## src/rtl/pc_sequencer.sv

```systemverilog
// Fetch-stage controller: owns the PC, sequences FETCH/EXEC per instruction,
// selects the next-PC mux source and traps to HALT on misalignment or halt request.
module pc_sequencer #(
  parameter logic [31:0] RESET_PC = 32'h0000_0000
) (
  input  logic        clk,
  input  logic        rst_n,
  output logic        imem_req,
  output logic [31:0] imem_addr,
  input  logic        imem_ready,
  input  logic [31:0] imem_rdata,
  output logic [31:0] instr,
  output logic        instr_valid,
  input  logic        is_branch,
  input  logic        is_jal,
  input  logic        is_jalr,
  input  logic        branch_taken,
  input  logic        halt_req,
  output logic [1:0]  pc_src,
  input  logic [31:0] pc_next,
  output logic [31:0] pc,
  output logic [31:0] retired,
  output logic        halted,
  output logic        misalign,
  output logic [1:0]  state_dbg
);

  // Fetch handshake: a word transfers on any cycle where imem_req and
  // imem_ready are both high; imem_ready is ignored while imem_req is low.

  typedef enum logic [1:0] {
    S_IDLE  = 2'd0,
    S_FETCH = 2'd1,
    S_EXEC  = 2'd2,
    S_HALT  = 2'd3
  } state_t;

  localparam logic [31:0] NOP = 32'h0000_0013;

  state_t state, state_next;
  logic   misaligned;
  logic   retire;
  logic   advance_pc;

  always_comb begin
    state_next  = state;
    imem_req    = 1'b0;
    instr_valid = 1'b0;
    pc_src      = 2'b00;
    misaligned  = 1'b0;
    retire      = 1'b0;
    advance_pc  = 1'b0;
    case (state)
      S_IDLE: state_next = S_FETCH;
      S_FETCH: begin
        imem_req = 1'b1;
        if (imem_ready) state_next = S_EXEC;
      end
      S_EXEC: begin
        instr_valid = 1'b1;
        if (is_jalr)                       pc_src = 2'b11;
        else if (is_jal)                   pc_src = 2'b10;
        else if (is_branch && branch_taken) pc_src = 2'b01;
        // Sequential pc+4 targets are never alignment-checked.
        misaligned = (pc_src != 2'b00) && (pc_next[1:0] != 2'b00);
        if (misaligned) begin
          state_next = S_HALT;
        end else if (halt_req) begin
          retire     = 1'b1;
          state_next = S_HALT;
        end else begin
          retire     = 1'b1;
          advance_pc = 1'b1;
          state_next = S_FETCH;
        end
      end
      S_HALT: state_next = S_HALT;
      default: state_next = S_IDLE;
    endcase
  end

  always_ff @(posedge clk or negedge rst_n) begin
    if (!rst_n) begin
      state    <= S_IDLE;
      pc       <= RESET_PC;
      instr    <= NOP;
      retired  <= 32'd0;
      misalign <= 1'b0;
    end else begin
      state <= state_next;
      if (state == S_FETCH && imem_ready) instr <= imem_rdata;
      if (advance_pc) pc <= pc_next;
      if (retire) retired <= retired + 32'd1;
      if (misaligned) misalign <= 1'b1;
    end
  end

  assign imem_addr = pc;
  assign halted    = (state == S_HALT);
  assign state_dbg = state;

endmodule

```

## config.mk

```make
export PLATFORM = sky130hd
export DESIGN_NAME = pc_sequencer
export DESIGN_NICKNAME = d
export VERILOG_FILES = /design/src/rtl/pc_sequencer.sv
export SDC_FILE = /design/constraint.sdc
export NUM_CORES = 1
export LEC_CHECK = 0
export ABC_CLOCK_PERIOD_IN_PS = 4700
export BUFFER_PORTS_ARGS = -buffer_cell sky130_fd_sc_hd__buf_2
export CAP_MARGIN = 10
export CORE_ASPECT_RATIO = 1.5
export CORE_MARGIN = 2
export CORE_UTILIZATION = 50
export DETAILED_ROUTE_END_ITERATION = 6
export HOLD_SLACK_MARGIN = 0.03
export PLACE_DENSITY = 0.86
export SLEW_MARGIN = 10
export SYNTH_ARGS = -nofsm -noshare
export SYNTH_HDL_FRONTEND = slang
export SYNTH_SLANG_ARGS = --single-unit
```

## constraint.sdc

```tcl
create_clock -name clk -period 4.7 [get_ports clk]
set_input_delay 0.47 -clock clk [delete_from_list [all_inputs] [get_ports clk]]
set_output_delay 0.47 -clock clk [all_outputs]
set_load 0.02 [all_outputs]
```

* Word level (Yosys, flattened, before mapping)
Cells that the tools add are included.
Storage, ports and cells: bits in registers 99, output and inout bits 136
Operators by class: add/subtract/negate cells 1, equality and inequality tests 4, multiplexer cells 17, reductions and logical operators 6
Operators with widths (number):
- $add 32x1->32 const B | 1
- $mux 2 | 7
- $mux 1 | 9
- $pmux 2 s4 | 1
- $eq 2x2->1 const B | 2
- $reduce_bool 2->1 | 2
- $logic_and 1x1->1 | 3
- $eq 2x1->1 const B | 1
- $logic_not 2->1 | 1
- $ne 2x2->1 const B | 1

* Logic depth before layout (Yosys ltp)
word-level depth 9, mapped depth 6

* Least setup slack after synthesis
OpenSTA, ideal clock, no wires.
kind input -> register, from in is_branch, to reg pc[10], in the netlist imem_addr[10], cell stages on the path 5, data required time 4575 ps, arrival 1787 ps, path slack 2788 ps, buffers on the path 1, cell sequence a211oi_1 > nor2_1 > nor3_2 > buf_2 > mux2_2
On the way: longest elaborated chain between the ends 9
Ends and longest elaborated chain:
- from (decl) | RTL line 14 | input logic is_branch,
- $logic_and 1x1->1 | RTL line 63 | else if (is_branch && branch_taken) pc_src = 2'b01;
- $mux 1 | RTL line 63
- $mux 2 | RTL line 62 | else if (is_jal) pc_src = 2'b10;
- $mux 2 | RTL line 61 | if (is_jalr) pc_src = 2'b11;
- $mux 2 | RTL line 53 | case (state)
- $reduce_bool 2->1 | RTL line 65 | misaligned = (pc_src != 2'b00) && (pc_next[1:0] != 2'b00);
- $logic_and 1x1->1 | RTL line 65
- $mux 1 | RTL line 66 | if (misaligned) begin
- $mux 1 | RTL line 53
- to (signal assigned) | RTL line 92 | if (advance_pc) pc <= pc_next;
- to (decl) | RTL line 21 | output logic [31:0] pc,
Every way passes these cells. The select of a mux whose other input is x is not followed. A chain may end at the register's enable or synchronous reset.

* Worst setup path in the final report
from in is_branch, to reg retired[17]
On the way: longest elaborated chain between the ends 9
Ends and longest elaborated chain:
- $logic_and 1x1->1 | RTL line 63
- $mux 1 | RTL line 63
- $mux 2 | RTL line 62
- $mux 2 | RTL line 61
- $mux 2 | RTL line 53
- $reduce_bool 2->1 | RTL line 65
- $logic_and 1x1->1 | RTL line 65
- $mux 1 | RTL line 66
- $mux 1 | RTL line 53
- to (signal assigned) | RTL line 93 | if (retire) retired <= retired + 32'd1;
- to (decl) | RTL line 22 | output logic [31:0] retired,
Every way passes these cells. The select of a mux whose other input is x is not followed.

==> results.py <==
metrics = {
    "floorplanning": {
        "num_io_pins": 208,
        "dieArea_um2": 9321,
        "coreArea_um2": 8362,
        "dieHeight_um": 117.3,
        "rows": 41,
        "die_width_um": 79.50,
        "initial_utilization_pct": 51.13,
    },
    "synthesis": {
        "syn_area_um2": 4275,
        "synthTopCellsByCount": "dfrtp_1, mux2_2, buf_4",
        "synth.area.mux_share_pct": 17.12,
        "ys_types": 36,
        "synthCells": 319,
        "yosysSeqAreaShare_pct": 58.03,
        "synthSimpleGateAreaFrac_pct": 9.541,
        "yosysMostFrequentCell": "dfrtp_1",
        "synth_xor_area_share_pct": 6.351,
        "yosysTopAreaCellShare_pct": 56.19,
        "synth-async-reset-ratio_pct": 100.0,
        "synth_edf_count": 0,
        "synthAdderAreaFrac_pct": 0.2927,
        "syn_area_per_cell_um2": 13.40,
        "ys.flop_type": "dfrtp_1",
        "yosys.area.top_type": "dfrtp_1",
        "synth_compound_area_share_pct": 1.200,
        "syn_nets": 392,
        "synthTopCellsByArea": "dfrtp_1, mux2_2, buf_4",
        "synth_top_family_by_area": "multiplexers",
        "synth_warnings": 0,
        "ys_ff_latch": 99,
    },
    "global_routing": {
        "grt_pass1_wl_mm": 14.29,
        "grt_max_degree": 55,
        "overflow": 0,
        "grtUsageTotal_pct": 20.48,
        "antenna_found_initial": 1,
        "grt_pass1_vias": 2910,
    },
    "placed_design": {
        "port_buffers": 207,
        "hpwl_mm": 7.648,
        "gp_congestion": 0.7211,
    },
    "critical_path": {
        "endpoint": "retired[17]",
        "r2r_start": "state_dbg[0]",
        "reg2reg_depth": 5,
        "critPathMaxStageDelay_ns": 0.66,
        "crit_type": "in -> reg",
        "r2r_end": "retired[17]",
        "reg2reg_slack_ns": 2.51,
        "cp.depth": 5,
        "path_cells": "buf_2 -> a211oi_1 -> o2111ai_1 -> nor4_1 -> xnor2_1",
        "crit_buf_inv": 1,
        "crit_arrival_ns": 2.46,
        "start_kind": "input port",
        "crit_start": "is_branch",
        "endpoint_kind": "flop",
        "cp.required_ns": 4.95,
        "crit_slowest_cell": "o2111ai_1",
        "critical_path.top_delay_family": "compound AO/OA/AOI/OAI gates",
        "critPathMaxFanout": 13,
    },
    "pwr": {
        "p_leak_nw": 3.075,
        "power_mw": 2.255,
        "power_density_nw_per_um2": 407.0,
        "ir_worst_vdd_v": 0.0002068,
    },
    "clocking": {
        "clk_pin_slew_worst_paths_ns": 0.07,
        "clkSinkCount": 99,
        "root_buffer": "clkbuf_16",
        "cts_tree": "built",
        "cts_made_buffers": 9,
        "cts_setup_buffers": 0,
        "clk_latency_ns": 0.34,
        "htreeDepth": 3,
        "cts_hold_buf": 0,
        "cts_resized": 0,
        "clk_path_buf_depth": 2,
    },
    "route": {
        "drt_iter0_drc": 104,
        "antenna_left": 0,
        "route.detailed.drc": 0,
        "routed_wl_mm": 9.897,
        "via_per_inst": 4.941,
        "vias": 3019,
        "first_pass_iters": 4,
        "wl_per_cell_um": 16.20,
    },
    "finish": {
        "multi_input_area_um2": 1481,
        "utilization_pct": 66.26,
        "final_nets": 571,
        "area_growth_pct": 29.59,
        "regArea_um2": 2481,
        "drive_above_1_share_pct": 59.24,
        "fillCellCount": 651,
    },
    "timing": {
        "slew_violations": 0,
        "fmax_mhz": 453.1,
        "finalClockSkew_ns": 0.01040,
        "grt_setup_unrepaired": "false",
        "worst_pin_slew_ns": 1.158,
        "final-setup-viol-count": 0,
        "timing.hold.ws_ns": 0.1140,
        "report.final.hold_viol_count": 0,
        "setup_tns_ns": 0,
        "fin_crit_ns": 2.207,
        "slew_headroom_pct": 22.74,
        "fin_crit_sh_pct": 46.96,
    },
    "flow_run": {
        "maxCapViolCount": 0,
    },
    "worst_hold_path": {
        "min_path_type": "in -> async",
    },
    "outcome": {
        "status": "finished clean",
    },
}
[worst register-to-register path: cells and delay by family (launching register included)]
family / cells / cell delay, ns
AO/OA/AOI/OAI: 1 / 0.55
XOR/XNOR: 1 / 0.19
buffers and inverters: 1 / 0.18
flip-flops: 1 / 0.43
AND/OR/NAND/NOR: 2 / 0.76
[placed cells by master (no fill, tap or decap)]
cell / count
buf_2: 206
dfrtp_1: 96
mux2_2: 63
xor2_1: 18
xnor2_1: 13
nand2_1: 11
nor3_1: 11
nor2_1: 10
clkbuf_16: 9
inv_1: 8
nand4_1: 6
nand3_1: 5
nor4_1: 5
buf_4: 4
and4_1: 3
nor4_2: 3
bufinv_16: 3
dfstp_2: 3
and2_1: 2
mux2_1: 2
and3_1: 2
o2111ai_1: 2
inv_6: 2
diode_2: 1
nand2b_1: 1
a31oi_1: 1
nor2b_1: 1
nand3b_1: 1
a211oi_1: 1
nor3_4: 1
nand4_4: 1
or4_4: 1
nor4_4: 1
nor3b_1: 1
o21a_1: 1
a21o_1: 1
a21oi_1: 1
ha_1: 1
clkbuf_8: 1
clkbuf_1: 1
[flip-flops by register name (all words and copies together), names as in the netlist]
name,flops
imem_addr,32
state_dbg,2
misalign,1
retired,32
instr,32
[through the flow]
step / setup slack [ns] / instance area [um^2] / std cells
after floorplan: 2.788 / 4275 / 319
after global placement: 2.254 / 5187 / 594
after detailed placement: 2.174 / 5187 / 594
after CTS: 2.518 / 5538 / 610
after global routing: 2.316 / 5538 / 610
final: 2.493 / 5540 / 611
[where the power goes]
group	switching (mW)	internal, mW	total, mW
logic	0.251	0.162	0.413
clock network	0.309	0.539	0.847
registers	0.0507	0.944	0.995
[worst min-delay path by stage]
stage / end / slack, ns / startpoint
floorplan: imem_addr[0] / 0.17 / rst_n
global placement: misalign / 0.43 / misalign
detailed placement: misalign / 0.45 / misalign
CTS: instr[28] / 0.13 / rst_n
global route: instr[24] / 0.17 / rst_n
finish: instr[24] / 0.11 / rst_n
[layout make-up]
cell class	count	area share, %
Antenna cell	1	0.04517
Clock buffer	11	4.381
Clock inverter	5	1.942
Inverter	8	0.5420
Multi-Input combinational cell	170	26.74
Sequential cell	99	44.78
Tap cell	107	2.416
Timing Repair Buffer	210	19.15
[routing by layer]
| layer | vias to the layer above | global-route usage (%) | wire (um) |
|---|---|---|---|
| met5 | - | 0 | 0 |
| met4 | 0 | 10.80 | 238 |
| met3 | 20 | 3.911 | 648 |
| met2 | 129 | 38.21 | 5453 |
| met1 | 1450 | 21.52 | 3557 |
| li1 | 1420 | - | - |
[cell families after synthesis]
| group | after synthesis |
|---|---|
| AO/OA/AOI/OAI | 7 |
| buffers and inverters | 50 |
| multiplexers | 65 |
| adder cells (fa/ha/maj) | 1 |
| flip-flops | 99 |
| XOR/XNOR | 31 |
| AND/OR/NAND/NOR | 66 |
(Power assumes the default switching activity.)
